[src/rtl/xcom_pkg.sv]
// Shared types and helpers for the XCOM transmit command path.
package xcom_pkg;

  typedef enum logic [1:0] {
    StIdle  = 2'd0,
    StWsync = 2'd1,
    StSend  = 2'd2,
    StFlush = 2'd3
  } txq_st_e;

  localparam logic [3:0] XcmdSync = 4'b1000;

  function automatic logic is_sync(logic [7:0] hd);
    return hd[7:4] == XcmdSync;
  endfunction

endpackage

[src/rtl/sync_reg.sv]
// Two-flop synchroniser for asynchronous level inputs.
module sync_reg #(
  parameter int unsigned Width = 1
) (
  input  logic             clk_i,
  input  logic             rst_ni,
  input  logic [Width-1:0] d_i,
  output logic [Width-1:0] q_o
);

  logic [Width-1:0] s1_q, s2_q;

  always_ff @(posedge clk_i or negedge rst_ni) begin
    if (!rst_ni) begin
      s1_q <= '0;
      s2_q <= '0;
    end else begin
      s1_q <= d_i;
      s2_q <= s1_q;
    end
  end

  assign q_o = s2_q;

endmodule

[src/rtl/xcom_cmd_fifo.sv]
// Synchronous FIFO of 2**Aw entries; head is read combinationally from storage.
module xcom_cmd_fifo #(
  parameter int unsigned Width = 40,
  parameter int unsigned Aw    = 3
) (
  input  logic             clk_i,
  input  logic             rst_ni,
  input  logic             push_i,
  input  logic             pop_i,
  input  logic             clr_i,
  input  logic [Width-1:0] data_i,
  output logic             full_o,
  output logic             empty_o,
  output logic [Aw:0]      count_o,
  output logic [Width-1:0] head_o
);

  localparam int unsigned Depth = 2 ** Aw;

  logic [Width-1:0] mem_q [Depth];
  logic [Aw-1:0]    wr_ptr_q, rd_ptr_q;
  logic [Aw:0]      cnt_q;
  logic             do_push, do_pop;

  // Count never exceeds Depth, so its MSB alone marks full.
  assign full_o  = cnt_q[Aw];
  assign empty_o = (cnt_q == '0);
  assign do_push = push_i & ~full_o & ~clr_i;
  assign do_pop  = pop_i & ~empty_o & ~clr_i;

  always_ff @(posedge clk_i or negedge rst_ni) begin
    if (!rst_ni) begin
      wr_ptr_q <= '0;
      rd_ptr_q <= '0;
      cnt_q    <= '0;
    end else if (clr_i) begin
      wr_ptr_q <= '0;
      rd_ptr_q <= '0;
      cnt_q    <= '0;
    end else begin
      if (do_push) wr_ptr_q <= wr_ptr_q + Aw'(1);
      if (do_pop)  rd_ptr_q <= rd_ptr_q + Aw'(1);
      if (do_push && !do_pop)      cnt_q <= cnt_q + (Aw+1)'(1);
      else if (do_pop && !do_push) cnt_q <= cnt_q - (Aw+1)'(1);
    end
  end

  always_ff @(posedge clk_i) begin
    if (do_push) mem_q[wr_ptr_q] <= data_i;
  end

  assign count_o = cnt_q;
  assign head_o  = mem_q[rd_ptr_q];

endmodule

[src/rtl/xcom_tx_cmdq.sv]
// Queued XCOM TX controller: buffers commands, holds sync commands for a
// synchronised pulse edge (or drops them on timeout), then hands them to the link.
module xcom_tx_cmdq
  import xcom_pkg::*;
#(
  parameter int unsigned DW = 32,
  parameter int unsigned QD = 3,
  parameter int unsigned TW = 16
) (
  input  logic          x_clk_i,
  input  logic          x_rst_ni,
  input  logic          pulse_sync_i,
  input  logic [TW-1:0] tmo_cfg_i,
  input  logic          flush_i,
  input  logic          cmd_req_i,
  output logic          cmd_rdy_o,
  input  logic [7:0]    cmd_hd_i,
  input  logic [DW-1:0] cmd_dt_i,
  output logic          link_vld_o,
  input  logic          link_rdy_i,
  output logic [7:0]    link_hd_o,
  output logic [DW-1:0] link_dt_o,
  output logic [QD:0]   q_cnt_o,
  output logic [7:0]    tmo_cnt_o,
  output logic          sync_tmo_o,
  output logic [1:0]    st_do
);

  txq_st_e         state_q, state_d;
  logic            rdy_en_q, flush_pend_q;
  logic [TW-1:0]   tmo_q;
  logic [7:0]      tmo_cnt_q;
  logic            sync_tmo_q;
  logic            sync_s, sync_prev_q, sync_ev_q;
  logic            full, empty, push, pop, clr, tmo_clr, drop;
  logic [QD:0]     count;
  logic [DW+7:0]   head;

  sync_reg #(.Width(1)) u_sync (
    .clk_i  (x_clk_i),
    .rst_ni (x_rst_ni),
    .d_i    (pulse_sync_i),
    .q_o    (sync_s)
  );

  xcom_cmd_fifo #(.Width(DW + 8), .Aw(QD)) u_fifo (
    .clk_i   (x_clk_i),
    .rst_ni  (x_rst_ni),
    .push_i  (push),
    .pop_i   (pop),
    .clr_i   (clr),
    .data_i  ({cmd_hd_i, cmd_dt_i}),
    .full_o  (full),
    .empty_o (empty),
    .count_o (count),
    .head_o  (head)
  );

  // rdy_en_q keeps cmd_rdy_o low while reset is asserted.
  assign cmd_rdy_o = rdy_en_q & ~full & ~flush_pend_q;
  assign push      = cmd_req_i & cmd_rdy_o;

  always_comb begin
    state_d = state_q;
    pop     = 1'b0;
    clr     = 1'b0;
    tmo_clr = 1'b0;
    drop    = 1'b0;
    unique case (state_q)
      StIdle: begin
        if (flush_pend_q) begin
          state_d = StFlush;
        end else if (!empty) begin
          if (is_sync(head[DW+7:DW])) begin
            state_d = StWsync;
            tmo_clr = 1'b1;
          end else begin
            state_d = StSend;
          end
        end
      end
      StWsync: begin
        if (flush_pend_q) begin
          state_d = StFlush;
        end else if (sync_ev_q) begin
          state_d = StSend;
        end else if (tmo_cfg_i != '0 && tmo_q == tmo_cfg_i - TW'(1)) begin
          pop     = 1'b1;
          drop    = 1'b1;
          state_d = StIdle;
        end
      end
      StSend: begin
        if (link_rdy_i) begin
          pop     = 1'b1;
          state_d = StIdle;
        end
      end
      StFlush: begin
        clr     = 1'b1;
        state_d = StIdle;
      end
      default: state_d = StIdle;
    endcase
  end

  always_ff @(posedge x_clk_i or negedge x_rst_ni) begin
    if (!x_rst_ni) begin
      state_q      <= StIdle;
      rdy_en_q     <= 1'b0;
      flush_pend_q <= 1'b0;
      tmo_q        <= '0;
      tmo_cnt_q    <= '0;
      sync_tmo_q   <= 1'b0;
      sync_prev_q  <= 1'b0;
      sync_ev_q    <= 1'b0;
    end else begin
      state_q      <= state_d;
      rdy_en_q     <= 1'b1;
      flush_pend_q <= (flush_pend_q & (state_q != StFlush)) | flush_i;
      sync_prev_q  <= sync_s;
      sync_ev_q    <= sync_s & ~sync_prev_q;
      sync_tmo_q   <= drop;
      if (tmo_clr)                  tmo_q <= '0;
      else if (state_q == StWsync)  tmo_q <= tmo_q + TW'(1);
      if (drop && tmo_cnt_q != 8'hff) tmo_cnt_q <= tmo_cnt_q + 8'd1;
    end
  end

  assign link_vld_o = (state_q == StSend);
  assign link_hd_o  = link_vld_o ? head[DW+7:DW] : 8'h00;
  assign link_dt_o  = link_vld_o ? head[DW-1:0] : '0;
  assign q_cnt_o    = count;
  assign tmo_cnt_o  = tmo_cnt_q;
  assign sync_tmo_o = sync_tmo_q;
  assign st_do      = state_q;

endmodule

[config.mk]
export PLATFORM = sky130hd
export DESIGN_NAME = xcom_tx_cmdq
export DESIGN_NICKNAME = d
export VERILOG_FILES = /design/src/rtl/xcom_pkg.sv /design/src/rtl/sync_reg.sv /design/src/rtl/xcom_cmd_fifo.sv /design/src/rtl/xcom_tx_cmdq.sv
export SDC_FILE = /design/constraint.sdc
export NUM_CORES = 1
export LEC_CHECK = 0
export CAP_MARGIN = 20
export CELL_PAD_IN_SITES_DETAIL_PLACEMENT = 0
export CELL_PAD_IN_SITES_GLOBAL_PLACEMENT = 2
export CORE_ASPECT_RATIO = 1.2
export CORE_MARGIN = 3
export CORE_UTILIZATION = 47
export CTS_CLUSTER_SIZE = 40
export DETAILED_ROUTE_END_ITERATION = 6
export PLACE_DENSITY_LB_ADDON = 0.1
export SETUP_SLACK_MARGIN = 0.3
export SYNTH_ARGS = -nofsm -noshare
export SYNTH_HDL_FRONTEND = slang
export SYNTH_SLANG_ARGS = --single-unit
[constraint.sdc]
create_clock -name x_clk_i -period 10.4 [get_ports x_clk_i]
set_input_delay 2.08 -clock x_clk_i [delete_from_list [all_inputs] [get_ports x_clk_i]]
set_output_delay 2.08 -clock x_clk_i [all_outputs]
set_load 0.02 [all_outputs]
Word-level counts from Yosys, hierarchy flattened
Memories as Yosys holds them, arrays and structs flattened.
Cells that the tools add are included.
- register bits: 43
- bits in writable memories: 320
- memories kept: 1
- memories (name ; depth ; bits a word ; rd ports ; clocked after memory_dff ; write ports ; line ; RTL):
    u_fifo.mem_q ; 8 ; 40 ; 1 ; 0 ; 1 ; xcom_cmd_fifo.sv:20 ; logic [Width-1:0] mem_q [Depth];
- add/sub/neg operators: 7
- equal/unequal tests: 10
- multiplexer cells: 32
- bitwise logic cells: 15
- reductions and logical operators: 14
- operators by type and width (operator ; count):
    $mux 16 ; 2
    $mux 32 ; 1
    $add 16x1->16 const B ; 1
    $eq 16x16->1 ; 1
    $reduce_bool 16->1 ; 1
    $sub 16x1->16 const B ; 1
    $mux 2 ; 7
    $mux 1 ; 12
    $mux 3 ; 4
    $mux 4 ; 3
    $and 1x1->1 ; 9
    $add 8x1->8 const B ; 1
    $mux 8 ; 1
    $ne 8x8->1 const B ; 1
    $pmux 2 s4 ; 1
    $add 3x1->3 const B ; 2
    $reduce_bool 2->1 ; 3
    $not 1->1 ; 5
    $add 4x1->4 const B ; 1
    $eq 2x2->1 const B ; 2
    $eq 4x4->1 const B ; 1
    $logic_and 1x1->1 ; 4
    $logic_not 4->1 ; 1
    $ne 4x4->1 const B ; 1
    other kinds (11) ; 12

Logic depth before layout (Yosys ltp)
Gate-level depths: netlist of run 1.
- depth after elaboration: 13
- gate-level depth with buffers: 15
- mapped depth without buffers: 14

Hierarchy
From an unflattened synthesis of run 1, not the netlist that was laid out.
- cell total of the unflattened synthesis: 819
- area total of the unflattened synthesis: 15164.5 um2
- modules (own cells, without submodules) (module ; instances ; cells an instance ; area an instance (um2)):
    xcom_cmd_fifo ; 1 ; 541 ; 12655.9
    xcom_tx_cmdq ; 1 ; 276 ; 2458.6
    sync_reg ; 1 ; 2 ; 50.0

Worst setup path after synthesis of run 1
OpenSTA, ideal clock, no wires.
- path type: input port to flip-flop
- start point: in cmd_req_i
- end point: mem u_fifo.mem_q[2][0] (enable)
- setup time: 0.551 ns
- arrival: 6.584 ns
- data required time: 9.849 ns
- slack: 3.265 ns
- stages: 3
- cells stage by stage: and2_0 nand2_1 nor4b_1
- cells in the longest elaborated chain, start to end: 5
- RTL lines (element ; line ; RTL):
    start: declaration ; xcom_tx_cmdq.sv:15 ; input logic cmd_req_i,
    $and 1x1->1 ; xcom_tx_cmdq.sv:61 ; assign push = cmd_req_i & cmd_rdy_o;
    $and 1x1->1 (2 in a row) ; xcom_cmd_fifo.sv:28 ; assign do_push = push_i & ~full_o & ~clr_i;
    $mux 1 ; xcom_cmd_fifo.sv:49 ; if (do_push) mem_q[wr_ptr_q] <= data_i;
    $mux 1 (implied by the code) ; xcom_cmd_fifo.sv:49 ;
    end: declaration ; xcom_cmd_fifo.sv:20 ;
Every way passes these cells.

Final worst setup path of run 1
- start point: reg u_fifo.rd_ptr_q[0]
- end point: out link_dt_o[19]
- cells in the longest elaborated chain, start to end: 2
- RTL lines (element ; line ; RTL):
    start: declaration ; xcom_cmd_fifo.sv:21 ; logic [Aw-1:0] wr_ptr_q, rd_ptr_q;
    start signal: assignment ; xcom_cmd_fifo.sv:42 ; if (do_pop) rd_ptr_q <= rd_ptr_q + Aw'(1);
    $mem_v2 8x40 ; n/a ;
    $mux 32 ; xcom_tx_cmdq.sv:132 ; assign link_dt_o = link_vld_o ? head[DW-1:0] : '0;
    end: declaration ; xcom_tx_cmdq.sv:22 ; output logic [DW-1:0] link_dt_o,
Every way passes these cells.

==> flow_metrics.tcl, run 1 <==
set metrics [dict create \
    status "complete, no violations" \
    vias 7852 \
    wl_per_cell_um 23.5 \
    ys_ff_latch 363 \
    dieArea_um2 34100 \
    grt_pass1_vias 8370 \
    synthMuxAreaShare_pct 15.0 \
    grt-ovfl-total 0 \
    yosys_warnings 0 \
    ir_drop_mv 0.149 \
    cts_tree "done" \
    syn_area_um2 15000 \
    io_pins 119 \
    hold_viol 0 \
    post-cts-setup-buffers 0 \
    area_growth_pct 19.8 \
    start_kind "flip-flop" \
    multi_input_area_um2 4200 \
    routed_wl_um 32500 \
    syn_avg_cell_area_um2 18.2 \
    fillerInstances 2402 \
    synthAdderAreaFrac_pct 1.22 \
    crit_path_cell_trace "buf_4 > mux4_2 > mux2i_1 > nor2_1 > clkdlybuf4s50_1" \
    start_util_pct 47.7 \
    fin_setup_tns_ps 0 \
    rows 71 \
    drcViolationCount 0 \
    hold_end "u_sync.q_o$_DFF_PN0_" \
    place_area_um2 16700 \
    crit_family "buffers and inverters" \
    hold_depth 0 \
    cp.buffers_inverters 2 \
    r2r_end "u_fifo.count_o[3]$_DFFE_PN0P_" \
    critPathKind "flip-flop to primary output" \
    synth_area_leader_cell "edfxtp_1" \
    clock-sinks 363 \
    ant_nets 0 \
    coreArea_um2 31400 \
    crit_slowest_cell "dfrtp_4" \
    post-route-util_pct 57.2 \
    crit_path_end_kind "primary output" \
    synth_flop_cell "edfxtp_1" \
    synth_top_area_share_pct 64.0 \
    hold_start "u_sync.s1_q$_DFF_PN0_" \
    cts_buffers 36 \
    postCtsHoldBufs 0 \
    r2r_slack_ps 6770 \
    io_buffers 118 \
    setup_viol 0 \
    p_per_area_nw_per_um2 214 \
    maxSlewViolCount 0 \
    tightest_slew_ps 1030 \
    ys_types 64 \
    cts_max_path_buffers 3 \
    die_h_um 202 \
    maxSlewHeadroom_pct 30.9 \
    grt_max_degree 76 \
    via_per_inst 5.68 \
    fin_area_um2 18000 \
    async_reset_ff_share_pct 11.8 \
    synth-simple-area-share_pct 6.53 \
    fin_skew_ps 18.6 \
    cap_violations 0 \
    synth_compound_area_share_pct 2.04 \
    track_usage_pct 19.3 \
    synth_area_leaders "edfxtp_1 (64%), mux4_2 (12%), dfrtp_1 (7.2%), mux2i_1 (2.8%), nor2_1 (1.8%)" \
    crit_required_ps 8320 \
    n_antenna_cell 0 \
    p_leak_nw 5.84 \
    min_path_type "flip-flop to flip-flop" \
    synth_top_family_by_area "multiplexers" \
    nNetsFinal 1032 \
    final_cell_mix "edfxtp_1 (320), clkdlybuf4s50_1 (117), mux4_2 (80), nor2_1 (70), mux2i_1 (42)" \
    seqCellArea_um2 10700 \
    place_hpwl_um 18200 \
    root_buffer "clkbuf_16" \
    synth_edf_count 320 \
    cts.htree.levels 2 \
    synthCells 824 \
    path_clk_slew_ps 60 \
    cts_resized 0 \
    r2r_start "st_do[1]$_DFFE_PN0P_" \
    max_freq_ghz 0.169 \
    routabilityCongestion 0.790 \
    slowest_delay_ps 950 \
    synth_xor_area_share_pct 2.83 \
    antenna_found_initial 2 \
    dr.pass1.iters 5 \
    final_layout_size_suffix_gt1_share_pct 17.8 \
    hold_slack_ps 362 \
    period_share_pct 56.8 \
    clock_latency_ps 530 \
    path_max_fanout 44 \
    grt_setup_unrepaired "false" \
    cp.arrival_ps 3830 \
    grt_pass1_wl_um 49700 \
    ff2ff_path_depth 14 \
    chipWidth_um 169 \
    drt-initial-drc-count 382 \
    seq_area_frac_synth_pct 71.2 \
    final_common_cell "edfxtp_1" \
    fin_crit_ps 5910 \
    synth_fp_nets 900 \
]
==> layer usage <==
layer | GRT usage [%] | share of wire [%] | up-vias
met5 | 0 | 0.071 | -
met4 | 4.82 | 2.2 | 4
met3 | 3.69 | 5.1 | 61
met2 | 34.2 | 52 | 200
met1 | 24.6 | 40 | 4058
li1 | - | - | 3529
==> report_power, final <==
group	switching, mW	total (mW)	leakage [nW]	internal, mW
sequential	0.0713	1.70	3.44	1.63
clock	0.535	1.35	0.596	0.811
combinational	0.414	0.813	1.80	0.399
total	1.02	3.86	5.84	2.83
==> worst max path at each step <==
| stage | startpoint | end | slack [ps] | depth (start not counted) |
|---|---|---|---|---|
| 2_1_floorplan | cmd_req_i | u_fifo.mem_q[2][0]$_DFFE_PP_ | 3270 | 3 |
| 3_3_place_gp | tmo_cfg_i[0] | u_fifo.count_o[3]$_DFFE_PN0P_ | 4430 | 15 |
| 3_5_place_dp | tmo_cfg_i[0] | u_fifo.count_o[3]$_DFFE_PN0P_ | 4340 | 15 |
| 4_1_cts | u_fifo.rd_ptr_q[0]$_DFFE_PN0P_ | link_hd_o[1] | 4350 | 5 |
| 5_1_grt | u_fifo.rd_ptr_q[0]$_DFFE_PN0P_ | link_dt_o[11] | 4160 | 5 |
| 6_report | u_fifo.rd_ptr_q[0]$_DFFE_PN0P_ | link_dt_o[19] | 4490 | 5 |
==> Yosys cell counts (all sizes together), types with 4 or more instances <==
cell type,count
nor3,16
buf,12
xor2,23
mux4,80
xnor2,23
nand3b,4
a21o,4
o211ai,5
nor2,72
nor3b,8
edfxtp,320
ha,13
nand4,7
dfrtp,43
and3,8
nand2,25
inv,10
clkbuf,25
nor4,6
o21ai,11
mux2i,42
nand3,12
a21oi,9
==> kinds of logic after synthesis <==
| group | after synthesis |
|---|---|
| AOI/OAI and AO/OA | 44 |
| other | 1 |
| buffers and inverters | 47 |
| muxes | 124 |
| adders and majority gates | 14 |
| xor gates and xnor gates | 47 |
| and+or+nand+nor | 184 |
| DFF | 363 |
==> per-stage QoR <==
stage          total power [mW]  setup slack [ps]  std cells
6_report                   3.86              4490       1383
5_1_grt                    4.02              4160       1383
4_1_cts                    3.90              4350       1381
3_5_place_dp               2.55              4340       1317
3_3_place_gp               2.54              4430       1317
2_1_floorplan              2.23              3270        824
==> layout make-up <==
class	count	area share [%]
clock buffer	42	5.31
multi-input combinational	414	23.4
inverter	10	0.209
timing repair buffer	131	7.27
clock inverter	22	1.54
tap	401	2.79
sequential	363	59.5
==> state kept, by name, summed over array words and instances, names as in the netlist, 2 cells and up <==
register and cells:
u_fifo.rd_ptr_q 3, tmo_cnt_o 8, tmo_q 16, u_fifo.mem_q 320, u_fifo.count_o 4, st_do 2, u_fifo.wr_ptr_q 3
==> worst register-to-register path, cell delays in order (launching register included) <==
cell	delay, ps
dfrtp_1	410
inv_1	130
ha_1	450
nor3b_1	240
buf_4	190
and2_1	160
nand4b_1	160
nor4_4	320
nor2_2	140
nand2_1	130
ha_1	250
a21o_1	180
a21oi_1	170
or4b_1	460
a31oi_1	170
Power figures use the tool's default switching activity.
==> run 2, diff against run 1 <==
- CORE_UTILIZATION: 47 -> 40
- clock period: 10.4 -> 5.3 ns (I/O delays scaled with it)
==> flow_metrics.tcl, run 2 (synthesized netlist as in run 1, its figures left out) <==
set metrics [dict create \
    grt_max_degree 72 \
    dp_slack_ps 216 \
    status "complete, no violations" \
    place_hpwl_um 20000 \
    cts_resized 0 \
    wl_per_cell_um 22.3 \
    n_antenna_cell 0 \
    tightest_slew_ps 1040 \
    drcViolationCount 0 \
    coreArea_um2 36900 \
    regMostFlops "u_fifo.mem_q" \
    cts_tree "done" \
    io_buffers 118 \
    place_area_um2 16900 \
    ant_nets 0 \
    cp-endpoint "u_fifo.count_o[3]$_DFFE_PN0P_" \
    fin_setup_tns_ps 0 \
    start_util_pct 40.7 \
    root_buffer "clkbuf_16" \
    cts.htree.levels 2 \
    antenna_found_initial 1 \
    r2r_slack_ps 1370 \
    grt-ovfl-total 0 \
    drt-initial-drc-count 422 \
    nNetsFinal 1043 \
    final_cell_mix "edfxtp_1 (320), clkdlybuf4s50_1 (117), mux4_2 (80), nor2_1 (70), mux2i_1 (42)" \
    start_kind "primary input" \
    maxSlewHeadroom_pct 30.6 \
    ff2ff_path_depth 13 \
    rows 77 \
    die_h_um 218 \
    final_common_cell "edfxtp_1" \
    postCtsHoldBufs 0 \
    sequentialPowerShare_pct 43.7 \
    ir_drop_mv 0.312 \
    max_freq_ghz 0.220 \
    fillerInstances 3057 \
    cts_max_path_buffers 3 \
    multi_input_area_um2 4220 \
    swShare_pct 26.7 \
    fin_ws_ps 754 \
    period_share_pct 85.8 \
    clock_latency_ps 530 \
    largest_reg_flops 320 \
    clock_power_share_pct 35.6 \
    grt_setup_unrepaired "false" \
    post-cts-setup-buffers 0 \
    fin_area_um2 18200 \
    fin_skew_ps 10.6 \
    min_path_type "flip-flop to flip-flop" \
    seqCellArea_um2 10700 \
    setup_viol 0 \
    cap_violations 0 \
    area_growth_pct 21.5 \
    maxSlewViolCount 0 \
    track_usage_pct 16.7 \
    path_clk_slew_ps 60 \
    path_max_fanout 5 \
    r2r_end "u_fifo.count_o[3]$_DFFE_PN0P_" \
    p_leak_nw 5.91 \
    critPathLaunch "tmo_cfg_i[0]" \
    routabilityCongestion 0.826 \
    routed_wl_um 32800 \
    cp.arrival_ps 4990 \
    clock-sinks 363 \
    post-route-util_pct 49.4 \
    internal_power_mw 5.62 \
    grt_pass1_vias 8517 \
    via_per_inst 5.35 \
    fin_crit_ps 4550 \
    dieArea_um2 39900 \
    r2r_start "st_do[1]$_DFFE_PN0P_" \
    p_per_area_nw_per_um2 420 \
    io_pins 119 \
    net-switching-power_mw 2.05 \
    final_layout_size_suffix_gt1_share_pct 18.8 \
    cts_buffers 38 \
    chipWidth_um 183 \
    crit_path_end_kind "flip-flop" \
    critPathKind "primary input to flip-flop" \
    vias 7864 \
    hold_viol 0 \
    grt_pass1_wl_um 50700 \
    crit_required_ps 5740 \
    combPwrFrac_pct 20.8 \
    dr.pass1.iters 4 \
]
==> run 2: final cells by class <==
| class | instances | share of cell area (%) |
|---|---|---|
| clock buffers | 42 | 5.42 |
| multi-input cells | 414 | 23.2 |
| clock inverters | 27 | 1.73 |
| inverters | 10 | 0.206 |
| repair buffers | 140 | 7.56 |
| flip-flops and latches | 363 | 58.7 |
| well taps | 474 | 3.25 |
==> run 2: power groups by stage <==
| stage | clock [mW] | combinational (mW) | sequential [mW] |
|---|---|---|---|
| finish | 2.73 | 1.59 | 3.35 |
| global route | 2.92 | 1.73 | 3.37 |
| CTS | 2.80 | 1.58 | 3.40 |
| detailed placement | 0 | 1.57 | 3.46 |
| global placement | 0 | 1.55 | 3.45 |
| floorplan | 0 | 1.05 | 3.33 |
==> run 2: critical path: stages <==
cell and delay, ps:
clkdlybuf4s50_1 470, inv_1 110, ha_1 240, or3b_2 510, or3_1 340, nand3_2 120, o211ai_4 110, nor4_4 500
nor2_2 140, nand2_1 130, ha_1 240, a21o_1 180, a21oi_1 170, or4b_1 450, a31oi_1 190
==> run 2: worst min path at each step <==
stage                               start                   end  slack, ps  cells past startpoint
floorplan           u_sync.s1_q$_DFF_PN0_  u_sync.q_o$_DFF_PN0_        330                      0
global placement    u_sync.s1_q$_DFF_PN0_  u_sync.q_o$_DFF_PN0_        350                      0
detailed placement  u_sync.s1_q$_DFF_PN0_  u_sync.q_o$_DFF_PN0_        340                      0
CTS                 u_sync.s1_q$_DFF_PN0_  u_sync.q_o$_DFF_PN0_        360                      0
global route        u_sync.s1_q$_DFF_PN0_  u_sync.q_o$_DFF_PN0_        370                      0
finish              u_sync.s1_q$_DFF_PN0_  u_sync.q_o$_DFF_PN0_        360                      0
==> run 2: metrics by stage <==
stage          power (mW)  std cells  hold slack (ps)
2_1_floorplan        4.38        824              331
3_3_place_gp         5.00       1400              348
3_5_place_dp         5.03       1400              337
4_1_cts              7.77       1469              361
5_1_grt              8.01       1470              374
6_report             7.66       1470              359
==> run 2: routing by layer <==
layer  share of wire (%)  GRT usage (%)  up-vias
li1                    -              -     3559
met2                  51           28.9      166
met1                  42           21.6     4091
met5               0.040              0        -
met4                 2.0           4.69        2
met3                 4.2           3.11       46
